[src/rtl/fp_pkg.sv]
// Shared definitions for the pipelined floating-point adder/subtractor.
//   EXC_*       : 2-bit exception codes driven on out_exc
//   fp_stage_t  : per-stage payload; widths are sized for the widest format
//                 the block is expected to be built for (double precision),
//                 narrower formats use the low bits of each field
//   fp_qnan()   : canonical quiet NaN for a given exponent/fraction width
package fp_pkg;

  localparam logic [1:0] EXC_NONE = 2'b00;
  localparam logic [1:0] EXC_INF  = 2'b01;
  localparam logic [1:0] EXC_UFL  = 2'b10;
  localparam logic [1:0] EXC_NAN  = 2'b11;

  localparam int FP_EXP_MAX = 11;
  localparam int FP_MAN_MAX = 52;
  localparam int FP_PEW     = FP_EXP_MAX + 1;
  localparam int FP_PMW     = FP_MAN_MAX + 5;
  localparam int FP_WMAX    = 1 + FP_EXP_MAX + FP_MAN_MAX;

  // special=1 means {sign, exp, man} already holds the final result.
  typedef struct packed {
    logic              sign;
    logic [FP_PEW-1:0] exp;
    logic [FP_PMW-1:0] man;
    logic              special;
    logic [1:0]        exc;
  } fp_stage_t;

  // Sign 0, exponent all ones, fraction MSB set, rest zero.
  function automatic logic [FP_WMAX-1:0] fp_qnan(input int exp_w, input int man_w);
    logic [FP_WMAX-1:0] r;
    r = '0;
    for (int i = 0; i < exp_w; i++) r[man_w+i] = 1'b1;
    r[man_w-1] = 1'b1;
    return r;
  endfunction

endpackage

[src/rtl/fp_norm_round.sv]
// Normalise and round one mantissa sum (combinational).
//   sign    : result sign
//   exp_big : exponent of the larger operand (>= 1)
//   sum     : {carry, hidden, fraction, guard, round, sticky}
//   res/exc : packed result and exception code
module fp_norm_round
  import fp_pkg::*;
#(
  parameter  int EXP_W = 5,
  parameter  int MAN_W = 10,
  localparam int W     = 1 + EXP_W + MAN_W
) (
  input  logic             sign,
  input  logic [EXP_W-1:0] exp_big,
  input  logic [MAN_W+4:0] sum,
  output logic [W-1:0]     res,
  output logic [1:0]       exc
);

  localparam int MW = MAN_W + 4;
  localparam int XW = EXP_W + 1;
  localparam logic [XW-1:0] ONE  = XW'(1);
  localparam logic [XW-1:0] EALL = {1'b0, {EXP_W{1'b1}}};

  logic [XW-1:0]    lzc, lim, sh, e_norm, e_fin;
  logic [MW-1:0]    m;
  logic [MAN_W+1:0] m_rnd;
  logic             rnd_up;

  always_comb begin
    lzc = XW'(MW);
    for (int i = 0; i < MW; i++)
      if (sum[i]) lzc = XW'(MW - 1 - i);
    // Never shift the exponent below 1; whatever stays unnormalised underflows.
    lim = {1'b0, exp_big} - ONE;
    sh  = '0;
    if (sum[MW]) begin
      m      = {sum[MW:2], sum[1] | sum[0]};
      e_norm = {1'b0, exp_big} + ONE;
    end else begin
      sh     = (lzc > lim) ? lim : lzc;
      m      = sum[MW-1:0] << sh;
      e_norm = {1'b0, exp_big} - sh;
    end
    // Nearest-even: up when guard set and (round|sticky|lsb).
    rnd_up = m[2] & (m[1] | m[0] | m[3]);
    m_rnd  = {1'b0, m[MW-1:3]} + (MAN_W+2)'(rnd_up);
    // A rounding carry leaves the fraction all zeros, so the low bits stay valid.
    e_fin  = e_norm + XW'(m_rnd[MAN_W+1]);

    res = {sign, e_fin[EXP_W-1:0], m_rnd[MAN_W-1:0]};
    exc = EXC_NONE;
    if (sum == '0) begin
      res = '0;
    end else if (!m[MW-1]) begin
      res = {sign, {(W-1){1'b0}}};
      exc = EXC_UFL;
    end else if (e_fin >= EALL) begin
      res = {sign, {EXP_W{1'b1}}, {MAN_W{1'b0}}};
      exc = EXC_INF;
    end
  end

endmodule

[src/rtl/fp_addsub_pipe.sv]
// Three-stage pipelined floating-point adder/subtractor, RNE rounding,
// subnormals flushed to zero.
//   clk, rst_n           : clock, async active-low reset
//   in_valid/in_ready    : operand handshake; in_a, in_b, in_sub (1 = A-B)
//   out_valid/out_ready  : result handshake; out_res, out_exc
// Stage 1 classifies and aligns, stage 2 adds/subtracts, stage 3 normalises
// and rounds into the output register. One global enable stalls everything.
module fp_addsub_pipe
  import fp_pkg::*;
#(
  parameter  int EXP_W = 5,
  parameter  int MAN_W = 10,
  localparam int W     = 1 + EXP_W + MAN_W
) (
  input  logic         clk,
  input  logic         rst_n,
  input  logic         in_valid,
  output logic         in_ready,
  input  logic [W-1:0] in_a,
  input  logic [W-1:0] in_b,
  input  logic         in_sub,
  output logic         out_valid,
  input  logic         out_ready,
  output logic [W-1:0] out_res,
  output logic [1:0]   out_exc
);

  localparam int STAGES = 2;
  localparam int MW     = MAN_W + 4;
  localparam logic [EXP_W-1:0]   EMAX   = '1;
  localparam logic [EXP_W-1:0]   SH_LIM = EXP_W'(MAN_W + 3);
  localparam logic [FP_WMAX-1:0] QNAN_F = fp_qnan(EXP_W, MAN_W);
  localparam logic [W-1:0]       QNAN   = QNAN_F[W-1:0];

  logic [STAGES:0] vld_pipe;
  logic            en;

  assign out_valid = vld_pipe[STAGES];
  assign en        = !out_valid || out_ready;
  assign in_ready  = en;

  // ---- stage 1: classify / align ----
  logic             sa, sb, a_zero, b_zero, a_inf, b_inf, a_nan, b_nan, a_big;
  logic [EXP_W-1:0] ea, eb, e_big, e_sm, d;
  logic [MAN_W-1:0] fa, fb;
  logic [MW-1:0]    m_big, m_raw, m_sh, m_lost, m_sm;
  fp_stage_t        p1;

  always_comb begin
    sa = in_a[W-1];
    sb = in_b[W-1] ^ in_sub;
    ea = in_a[W-2:MAN_W];
    eb = in_b[W-2:MAN_W];
    fa = in_a[MAN_W-1:0];
    fb = in_b[MAN_W-1:0];
    a_zero = (ea == '0);
    b_zero = (eb == '0);
    a_inf  = (ea == EMAX) && (fa == '0);
    b_inf  = (eb == EMAX) && (fb == '0);
    a_nan  = (ea == EMAX) && (fa != '0);
    b_nan  = (eb == EMAX) && (fb != '0);

    a_big = {ea, fa} >= {eb, fb};
    e_big = a_big ? ea : eb;
    e_sm  = a_big ? eb : ea;
    m_big = {1'b1, (a_big ? fa : fb), 3'b000};
    m_raw = {1'b1, (a_big ? fb : fa), 3'b000};
    d     = e_big - e_sm;
    {m_sh, m_lost} = {m_raw, {MW{1'b0}}} >> d;
    m_sm  = (d >= SH_LIM) ? {{(MW-1){1'b0}}, 1'b1}
                          : {m_sh[MW-1:1], m_sh[0] | (|m_lost)};

    p1      = '0;
    p1.sign = a_big ? sa : sb;
    p1.exp  = FP_PEW'(e_big);
    p1.man  = FP_PMW'(m_big);
    if (a_nan || b_nan || (a_inf && b_inf && (sa != sb))) begin
      p1.special = 1'b1;
      p1.sign    = QNAN[W-1];
      p1.exp     = FP_PEW'(QNAN[W-2:MAN_W]);
      p1.man     = FP_PMW'(QNAN[MAN_W-1:0]);
      p1.exc     = EXC_NAN;
    end else if (a_inf || b_inf) begin
      p1.special = 1'b1;
      p1.sign    = a_inf ? sa : sb;
      p1.exp     = FP_PEW'(EMAX);
      p1.man     = '0;
      p1.exc     = EXC_INF;
    end else if (a_zero && b_zero) begin
      p1.special = 1'b1;
      p1.sign    = sa & sb;
      p1.exp     = '0;
      p1.man     = '0;
    end else if (a_zero) begin
      p1.special = 1'b1;
      p1.sign    = sb;
      p1.exp     = FP_PEW'(eb);
      p1.man     = FP_PMW'(fb);
    end else if (b_zero) begin
      p1.special = 1'b1;
      p1.sign    = sa;
      p1.exp     = FP_PEW'(ea);
      p1.man     = FP_PMW'(fa);
    end
  end

  fp_stage_t     s1_q, s2_q, s2_d;
  logic [MW-1:0] s1_sm_q;
  logic          s1_sub_q;

  // ---- stage 2: add / subtract (big >= small, so no negative result) ----
  logic [MW:0] sum2;

  always_comb begin
    s2_d = s1_q;
    sum2 = s1_sub_q ? ({1'b0, s1_q.man[MW-1:0]} - {1'b0, s1_sm_q})
                    : ({1'b0, s1_q.man[MW-1:0]} + {1'b0, s1_sm_q});
    if (!s1_q.special) s2_d.man = FP_PMW'(sum2);
  end

  // ---- stage 3: normalise / round ----
  logic [W-1:0] nr_res, res3;
  logic [1:0]   nr_exc, exc3;

  fp_norm_round #(.EXP_W(EXP_W), .MAN_W(MAN_W)) u_norm (
    .sign    (s2_q.sign),
    .exp_big (s2_q.exp[EXP_W-1:0]),
    .sum     (s2_q.man[MW:0]),
    .res     (nr_res),
    .exc     (nr_exc)
  );

  always_comb begin
    res3 = nr_res;
    exc3 = nr_exc;
    if (s2_q.special) begin
      res3 = {s2_q.sign, s2_q.exp[EXP_W-1:0], s2_q.man[MAN_W-1:0]};
      exc3 = s2_q.exc;
    end
  end

  always_ff @(posedge clk or negedge rst_n) begin
    if (!rst_n) begin
      vld_pipe <= '0;
      s1_q     <= '0;
      s1_sm_q  <= '0;
      s1_sub_q <= 1'b0;
      s2_q     <= '0;
      out_res  <= '0;
      out_exc  <= EXC_NONE;
    end else if (en) begin
      vld_pipe <= {vld_pipe[STAGES-1:0], in_valid};
      s1_q     <= p1;
      s1_sm_q  <= m_sm;
      s1_sub_q <= sa ^ sb;
      s2_q     <= s2_d;
      out_res  <= res3;
      out_exc  <= exc3;
    end
  end

endmodule

[config.mk]
export PLATFORM = sky130hd
export DESIGN_NAME = fp_addsub_pipe
export DESIGN_NICKNAME = d
export VERILOG_FILES = /design/src/rtl/fp_pkg.sv /design/src/rtl/fp_norm_round.sv /design/src/rtl/fp_addsub_pipe.sv
export SDC_FILE = /design/constraint.sdc
export NUM_CORES = 1
export LEC_CHECK = 0
export BUFFER_PORTS_ARGS = -buffer_cell sky130_fd_sc_hd__buf_2
export CAP_MARGIN = 10
export CELL_PAD_IN_SITES_DETAIL_PLACEMENT = 1
export CELL_PAD_IN_SITES_GLOBAL_PLACEMENT = 2
export CORE_MARGIN = 4
export CORE_UTILIZATION = 37
export DETAILED_ROUTE_END_ITERATION = 10
export PLACE_DENSITY = 0.9
export REMOVE_ABC_BUFFERS = 1
export SLEW_MARGIN = 20
export SYNTH_ARGS = -nofsm -noshare
export SYNTH_HDL_FRONTEND = slang
export SYNTH_SLANG_ARGS = --single-unit
[constraint.sdc]
create_clock -name clk -period 7.8 [get_ports clk]
set_input_delay 1.95 -clock clk [delete_from_list [all_inputs] [get_ports clk]]
set_output_delay 1.95 -clock clk [all_outputs]
set_load 0.01 [all_outputs]
; ---- Yosys cells after proc, flatten, opt, wreduce, memory -nomap -nowiden
; Index checks and enable logic that the tools add are counted.
[totals]
register_bits = 84
in_bits = 37
elab_cells = 100
[op_classes]
add_sub_neg = 8
magnitude_cmp = 4
eq_ne = 3
shifts = 2
muxes = 40
n_bitwise = 8
n_reduce_logical = 20
[ops]
columns = cell, count
row1 = 71-bit two-way mux, 4
row2 = 73-bit two-way mux, 1
row3 = 15-bit two-way mux, 4
row4 = 16-bit two-way mux, 2
row5 = 4-bit two-way mux, 8
row6 = 14-bit two-way mux, 2
row7 = 28-bit by 5-bit right shift with 28-bit output, 1
row8 = 10-bit logical NOT, 2
row9 = 10-bit two-way mux, 2
row10 = 10-bit nonzero test, 2
row11 = 14-bit by 14-bit adder with 15-bit output, 1
row12 = 15-bit greater-or-equal comparator, 1
row13 = 15-bit logical NOT, 1
row14 = 14-bit by 14-bit subtractor with 15-bit output, 1
row15 = 14-bit OR reduction, 1
row16 = 14-bit by 6-bit left shift with 14-bit output, 1
row17 = 11-bit by 1-bit adder with 12-bit output, 1
row18 = 3-bit two-way mux, 4
row19 = 6-bit two-way mux, 2
row20 = 5-bit == test (second input constant), 2
row21 = 5-bit logical NOT, 2
row22 = 2-bit two-way mux, 5
row23 = 5-bit two-way mux, 2
row24 = 1-bit logical AND, 7
row25 = 15 further kinds, 26

; ---- Longest topological paths before layout
; Gate-level depths: netlist (run 1).
[depth]
word_depth = 28
ltp_mapped = 30
depth_no_buf = 27

; ---- Modules after synthesis
; A second synthesis (run 1) with hierarchy kept.
[hier_totals]
cells_unflattened = 965
area_unflattened_um2 = 7951.4
[by_module_without_submodules]
columns = mod, n_inst, cells_per_inst, area_per_inst_um2, seq_area_each_um2
row1 = fp_addsub_pipe, 1, 686, 5896.9, 2077.0
row2 = fp_norm_round, 1, 279, 2054.5, 0.0

; ---- Worst setup path before layout (run 1)
; No wires, ideal clock.
[synth_path]
path_kind = input to register
start = input port in_b[12]
end = register s1_sm_q[0]
arrival_time_ns = 5.548
required_time_ns = 7.663
slack_ns = 2.115
stages = 18
path_buffers = 3
cell_sequence = inv_1 > ha_1 > a2111o_1 > o22ai_1 > o21a_1 > nand2_1 > buf_2 > a22oi_1 > ha_1 > nor2_1 > a21boi_0 > a32o_1 > clkbuf_1 > buf_1 > nand2_1 > a221oi_1 > a41oi_1 > a2bb2oi_1
[synth_via]
elab_chain_len = 7
[synth_rtl]
columns = item, line_no
row1 = "start, declared", fp_addsub_pipe.sv:20  ; input logic [W-1:0] in_b,
row2 = 15-bit greater-or-equal comparator, fp_addsub_pipe.sv:63  ; a_big = {ea, fa} >= {eb, fb};
row3 = 5-bit two-way mux (on tied branches), "fp_addsub_pipe.sv:64, fp_addsub_pipe.sv:65"
row4 = 5-bit subtractor, fp_addsub_pipe.sv:68  ; d = e_big - e_sm;
row5 = 28-bit by 5-bit right shift with 28-bit output, fp_addsub_pipe.sv:69  ; {m_sh, m_lost} = {m_raw, {MW{1'b0}}} >> d;
row6 = 14-bit OR reduction, fp_addsub_pipe.sv:71  ; : {m_sh[MW-1:1], m_sh[0] | (|m_lost)};
row7 = 1-bit bitwise OR, fp_addsub_pipe.sv:71
row8 = 14-bit two-way mux (*), fp_addsub_pipe.sv:70  ; m_sm = (d >= SH_LIM) ? {{(MW-1){1'b0}}, 1'b1}
row9 = "end signal, assigned", fp_addsub_pipe.sv:154  ; s1_sm_q <= m_sm;
row10 = "end, declared", fp_addsub_pipe.sv:108  ; logic [MW-1:0] s1_sm_q;
; Every way passes the cells marked *; elsewhere a longest branch is shown, timed or not.
; A chain may end at the register's enable or synchronous reset.

; ---- Worst setup path in the final report (run 1)
[layout_path]
start = register s2_q[4] (netlist bit)
end = register out_res[9]
[layout_via]
elab_chain_len = 27
[layout_rtl]
columns = item, line_no
row1 = "start, declared", fp_addsub_pipe.sv:107  ; fp_stage_t s1_q, s2_q, s2_d;
row2 = "start signal, assigned", fp_addsub_pipe.sv:148  ; s2_q <= '0;
row3 = "start signal, assigned", fp_addsub_pipe.sv:156  ; s2_q <= s2_d;
row4 = 2-bit two-way mux, fp_norm_round.sv:33  ; if (sum[i]) lzc = XW'(MW - 1 - i);
row5 = 3-bit two-way mux (4 in a row), fp_norm_round.sv:33
row6 = 4-bit two-way mux (8 in a row), fp_norm_round.sv:33
row7 = 4-bit by 6-bit greater-than comparator with 1-bit output, fp_norm_round.sv:41  ; sh = (lzc > lim) ? lim : lzc;
row8 = 6-bit two-way mux, fp_norm_round.sv:41
row9 = 14-bit by 6-bit left shift with 14-bit output, fp_norm_round.sv:42  ; m = sum[MW-1:0] << sh;
row10 = 14-bit two-way mux, fp_norm_round.sv:37  ; if (sum[MW]) begin
row11 = 1-bit bitwise OR (2 in a row), fp_norm_round.sv:46  ; rnd_up = m[2] & (m[1] | m[0] | m[3]);
row12 = 1-bit bitwise AND, fp_norm_round.sv:46
row13 = 11-bit by 1-bit adder with 12-bit output, fp_norm_round.sv:47  ; m_rnd = {1'b0, m[MW-1:3]} + (MAN_W+2)'(rnd_up);
row14 = 6-bit by 1-bit adder with 6-bit output, fp_norm_round.sv:49  ; e_fin = e_norm + XW'(m_rnd[MAN_W+1]);
row15 = 6-bit by 5-bit greater-or-equal comparator with 1-bit output, fp_norm_round.sv:58  ; end else if (e_fin >= EALL) begin
row16 = 15-bit two-way mux, fp_norm_round.sv:58
row17 = 15-bit two-way mux, fp_norm_round.sv:55  ; end else if (!m[MW-1]) begin
row18 = 16-bit two-way mux (*), fp_norm_round.sv:53  ; if (sum == '0) begin
row19 = 16-bit two-way mux (*), fp_addsub_pipe.sv:136  ; if (s2_q.special) begin
row20 = "end signal, assigned", fp_addsub_pipe.sv:157  ; out_res <= res3;
row21 = "end, declared", fp_addsub_pipe.sv:24  ; output logic [W-1:0] out_res,
; Marked as above.

==> run metrics, run 1 <==
status complete, no violations; Root Driver clkbuf_16; drt initial violations 366; worst hold path type reg2reg; gr ovfl total 0; proportion of netlist area held by the largest area contributor 27.6%; DRC 0; setup_tns 0 ps; layout cells sized above 1 11.7%; sequential share of power 22.3%; max_cap viols 0; Syn. warnings 0; Critical Path RT 8060 ps; routed vias/inst 5.71; min Tclk post-route 7140 ps; Crit. Startpoint s2_q[4]; RR Startpoint s2_q[4]; #FFs+latches synth 83; Clk network pwr share 11.7%; die area 0.0227 sq mm; vias in the first global route 7415; clk_lat worst skew 350 ps; Avg Synthesized Cell Area 8.01 sq um; post-route ant nets 0; PD cells 443 mW/mm^2; Die Y 151 microns; Layout Nets 1049; Synth cell types 84; # H-tree levels 3; CP Data Arrival Time 7400 ps; fill count 2431; Post-DP HPWL 17.8 mm; Net Sw Frac 49.9%; TritonRoute pass-1 iters 7; input/output buffers 56; CTS tree done; DR WL/cell 18.8 microns; CORE AREA 0.0197 sq mm; Area growth syn-to-layout 10.0%; Worst setup SP type flip-flop; final hold vios 0; Synth Flop Type dfrtp_1; Logic pwr share 66.0%; highest ir drop seen on vdd 0.150 mV; Num CTS Buffers 9; skew final 3.43 ps; Rel. slew slack 31.7%; # hold bufs at CTS 0; Syn Std Cell Area 0.00752 sq mm; # IOs 57; CP max FO 12; fmax 140 MHz; maximum root-to-sink buffer count 2; Setup-failing EPs final 0; die width 151 microns; fin crit share 91.5%; final WL 23.2 mm; cell internal pwr 1830 uW; initial core utilization 38.1%; Setup Fix Bufs, Post-CTS 0; final hold slack 458 ps; Clock transition at path regs 60 ps; total track usage 21.1%; clock sinks 83; ANT cells 0; Crit. End Element flip-flop; pin count of the biggest net entering global routing 69; Vias 7044; worst-margin pin slew 1010 ps; Resize count post-CTS 0; post-synth top area cell dfrtp_1; number of synthesized flops with an enable pin 0; Final Max Slew Viols 0; Synth async-reset ratio 100%; initial antenna violation count 0; critical path class reg2reg; unrepaired setup endpoints after global routing no; routability cong. 0.931; Synth Instances 939; net switching power 1830 uW; hold_sp vld_pipe[1]; post-synthesis sequential area ratio 27.6%; largest cells by area after synthesis dfrtp_1, ha_1, a21oi_1; first-pass GRT wire length 38.3 mm; number of core rows 51; leak pwr 0.00366 uW
[Yosys cell counts (11+ instances only)]
| master | instances |
|---|---|
| nand2_1 | 115 |
| nor2_1 | 104 |
| a21oi_1 | 88 |
| dfrtp_1 | 83 |
| o21ai_0 | 60 |
| inv_1 | 48 |
| ha_1 | 46 |
| mux2i_1 | 43 |
| clkbuf_1 | 37 |
| xnor2_1 | 32 |
| nor3_1 | 18 |
| nand3_1 | 17 |
| a22oi_1 | 14 |
| a31oi_1 | 12 |
| o21a_1 | 12 |
| nor2b_1 | 11 |
| nor4_1 | 11 |
[final cells by class]
cell class	count	area, sq um	share of cell area (%)
Timing Repair Buffer	65	350	4.23
Clock buffer	12	236	2.86
Tap cell	265	332	4.01
Multi-Input combinational cell	755	5040	60.9
Clock inverter	4	51.3	0.620
Inverter	50	188	2.27
Sequential cell	83	2080	25.1
[cells in the final DEF, fill, tap and decap left out, drive strengths merged, types with 9 or more instances in the layout]
| cell type | netlist | routed |
|---|---|---|
| xor2 | 10 | 10 |
| o22ai | 10 | 10 |
| a21o | 10 | 10 |
| nor2b | 11 | 11 |
| xnor2 | 32 | 32 |
| a211oi | 9 | 9 |
| nand3 | 17 | 17 |
| nor4 | 13 | 13 |
| o21ai | 64 | 64 |
| dfrtp | 83 | 83 |
| o21a | 12 | 12 |
| buf | 14 | 65 |
| a22oi | 14 | 14 |
| clkbuf | 37 | 12 |
| nor3 | 18 | 18 |
| inv | 49 | 49 |
| nor2 | 104 | 104 |
| mux2i | 46 | 46 |
| a31oi | 12 | 12 |
| a21oi | 89 | 89 |
| nand2 | 115 | 115 |
| ha | 46 | 46 |
[flip-flops by register name (all words and copies together), names as in the netlist]
signal	count
s1_sm_q	14
s2_q	24
vld_pipe	3
out_exc	2
out_res	16
s1_sub_q	1
s1_q	23
[stage by stage]
step                      utilization [%]  cell area, sq um  worst slack, ps  power, uW  std cells
after global placement               40.5              7990              932       3190       1218
after global routing                 42.0              8280             58.6       4020       1234
after detailed placement             40.5              7990              689       3230       1218
after CTS                            42.0              8280              648       3690       1234
final                                42.0              8280              662       3670       1234
after floorplan                         -              7300             37.5       2570        888
[kinds of logic (layout without fill, tap and decap cells)]
group / after synthesis / in the layout / synth area share [%]
flip-flops: 83 / 83 / 27.6
adder cells (fa/ha/maj): 48 / 48 / 8.18
AO/OA/AOI/OAI: 285 / 285 / 25.0
XOR/XNOR: 42 / 42 / 4.89
buffers and inverters: 101 / 131 / 5.44
multiplexers: 60 / 60 / 9.53
AND/OR/NAND/NOR: 320 / 320 / 19.4
[routing by layer]
layer | global-route usage [%] | share of wire (%)
met4 | 6.80 | 2.1
met2 | 37.0 | 49
met1 | 27.2 | 46
met3 | 1.99 | 2.6
met5 | 0 | 0
[worst max-delay path, cell delays in order, from the launching register on]
cell and delay [ps]:
dfrtp_1 470, or2_1 290, a211oi_1 290, o211ai_1 220, inv_1 140, ha_1 250, nor2b_1 130, o211ai_1 300
a211oi_2 190, o31ai_2 790, buf_4 350, mux2i_1 140, o22ai_1 270, o31a_1 250, nand3_1 210, a211oi_1 350
nand2_1 100, nor3_1 220, ha_1 200, and3_1 190, nand3_1 90, xnor2_1 200, xnor2_1 190, a31oi_1 210
nor2b_1 440, nand2_1 270, o31ai_2 300
[power groups by stage]
stage / clock (uW) / combinational, uW / sequential (uW)
final: 430 / 2420 / 816
after global routing: 456 / 2720 / 847
after CTS: 442 / 2430 / 817
after detailed placement: 0 / 2410 / 823
after global placement: 0 / 2370 / 815
after floorplan: 0 / 1790 / 783
[path summary, 6_finish.rpt]
check                              end  slack (ps)  cells after the start
max                         out_res[9]         660                     26
min                        vld_pipe[1]         460                      2
max reg2reg                 out_res[9]         660                     26
min reg2reg                vld_pipe[1]         460                      2
max in group asynchronous   s1_sm_q[7]        5220                      2
min in group asynchronous  out_res[11]        1490                      1
(Power assumes the default switching activity.)
==> run 2, diff against run 1 <==
- GPL_TIMING_DRIVEN: not set -> 0
==> run metrics, run 2 (synthesis results as in run 1) <==
status complete, no violations; total track usage 20.4% (-0.62 points); top flop regs s2_q x24, s1_q x23, out_res x16; Reg with most FFs s2_q; CTS tree done; highest ir drop seen on vdd 0.152 mV (+1.8%); skew final 7.24 ps (+3.81 ps); Num CTS Buffers 9 (unchanged); Worst Reg2Reg Path Length in Cells 26 (unchanged); number of core rows 51 (unchanged); die width 151 microns (unchanged); first-pass GRT wire length 37.5 mm (-1.9%); layout cells sized above 1 11.5% (-0.15 points); Root Driver clkbuf_16; Layout Nets 1044 (-0.48%); Post-DP HPWL 17.3 mm (-2.7%); Setup Fix Bufs, Post-CTS 0 (unchanged); CORE AREA 0.0197 sq mm (unchanged); DR WL/cell 18.3 microns (-2.6%); final hold vios 0 (unchanged); Critical Path RT 8060 ps (about the same); fmax 139 MHz (-0.64%); worst hold path type reg2reg; worst-margin pin slew 1180 ps (+167 ps); DP Cell Count 1213 (-0.41%); clk_lat worst skew 350 ps (about the same); critical path class reg2reg; R2R Path End out_res[9]; pin count of the biggest net entering global routing 66 (-4.3%); die area 0.0227 sq mm (unchanged); Area growth syn-to-layout 10.8%; initial core utilization 38.1% (unchanged); # H-tree levels 3 (unchanged); routability cong. 0.915 (-1.7%); final worst setup slack 616 ps (-46.0 ps); Final Max Slew Viols 0 (unchanged); Vias 6976 (-0.97%); commonest non-fill, non-tap cell in the layout nand2_1; Resize count post-CTS 0 (unchanged); Rel. slew slack 21.0% (-11 points); max reg flops 24 (unchanged); Reg2Reg Setup Slack 620 ps (-50 ps); final non-filler cell total 1229 (-0.41%); routed vias/inst 5.68 (-0.56%); Crit. Startpoint s2_q[15]; maximum root-to-sink buffer count 2 (unchanged); TritonRoute pass-1 iters 4 (-3); capture point of the critical path out_res[9]; commonest cells after routing, fill and taps aside nand2_1, nor2_1, a21oi_1; pre-CTS setup slack 594 ps (-95.2 ps); initial antenna violation count 0 (unchanged); Crit. End Element flip-flop; drt initial violations 288 (-21%); max_cap viols 0 (unchanged); # IOs 57 (unchanged); post-route ant nets 0 (unchanged); unrepaired setup endpoints after global routing no; vias in the first global route 7286 (-1.7%); leak pwr 0.00367 uW (+0.29%); Clock transition at path regs 60 ps (about the same); RR Startpoint s2_q[15]; clock sinks 83 (unchanged); input/output buffers 56 (unchanged); CP Data Arrival Time 7450 ps (+50 ps); gr ovfl total 0 (unchanged); Die Y 151 microns (unchanged); CP max FO 13 (+1); Worst setup SP type flip-flop; # hold bufs at CTS 0 (unchanged); PD cells 440 mW/mm^2 (-0.54%); Setup-failing EPs final 0 (unchanged); min Tclk post-route 7180 ps (+46.0 ps); fin crit share 92.1% (+0.59 points); final WL 22.5 mm (-3.0%); DRC 0 (unchanged); ANT cells 0 (unchanged)
## run 2: layer usage
layer  vias to the layer above  share of wire [%]  global-route usage (%)
met5                         -                  0                       0
met4                         0                1.7                    5.39
met3                        30                3.0                    2.53
met2                       118                 50                    36.2
met1                      3386                 45                    26.3
li1                       3442                  -                       -
## run 2: layout make-up
type	instances	area [sq um]
inverters	50	190
clock buffers	15	278
repair buffers	60	362
clock inverters	1	30.0
well taps	265	332
multi-input cells	755	5060
flip-flops and latches	83	2080
fillers	2412	11400
## run 2: metrics by stage
stage	setup TNS, ps	hold slack, ps	util (%)	total power (uW)	area [sq um]
floorplan	0	430	-	2570	7300
detailed placement	0	456	40.6	3220	8020
CTS	0	470	42.2	3690	8320
global route	0	506	42.3	4020	8330
finish	0	467	42.3	3670	8330
global placement	-146630	442	40.1	3120	7910
## run 2: critical path, cell delays in order, from the launching register on
cell       delay (ps)
dfrtp_1           470
or2_2             320
nor4_1            590
nor2_1            170
inv_1              90
ha_1              230
nand4_1           140
o41ai_4           120
a211oi_2          470
o31ai_4           210
buf_6             210
mux2i_2           200
a2111oi_4         430
a21oi_2            90
o32a_4            410
nor4_4            310
nand2_1            80
nor3_1            240
ha_1              210
and3_1            210
nand3_1           100
xnor2_1           190
xnor2_1           190
a31oi_1           240
nor2b_1           560
nand2_1           310
o31ai_2           310
## run 2: worst min-delay path by stage
| stage | from | end | cells past startpoint |
|---|---|---|---|
| after CTS | vld_pipe[1] | vld_pipe[1] | 2 |
| after global routing | s2_q[0] | s2_q[0] | 2 |
| final | vld_pipe[1] | vld_pipe[1] | 2 |
| after floorplan | vld_pipe[1] | vld_pipe[1] | 2 |
| after detailed placement | s2_q[72] | s2_q[72] | 2 |
| after global placement | vld_pipe[1] | vld_pipe[2] | 1 |
## run 2: power breakdown
group	internal, uW	switching (uW)	total [uW]
Combinational	998	1390	2390
Clock	275	173	447
Sequential	593	244	837
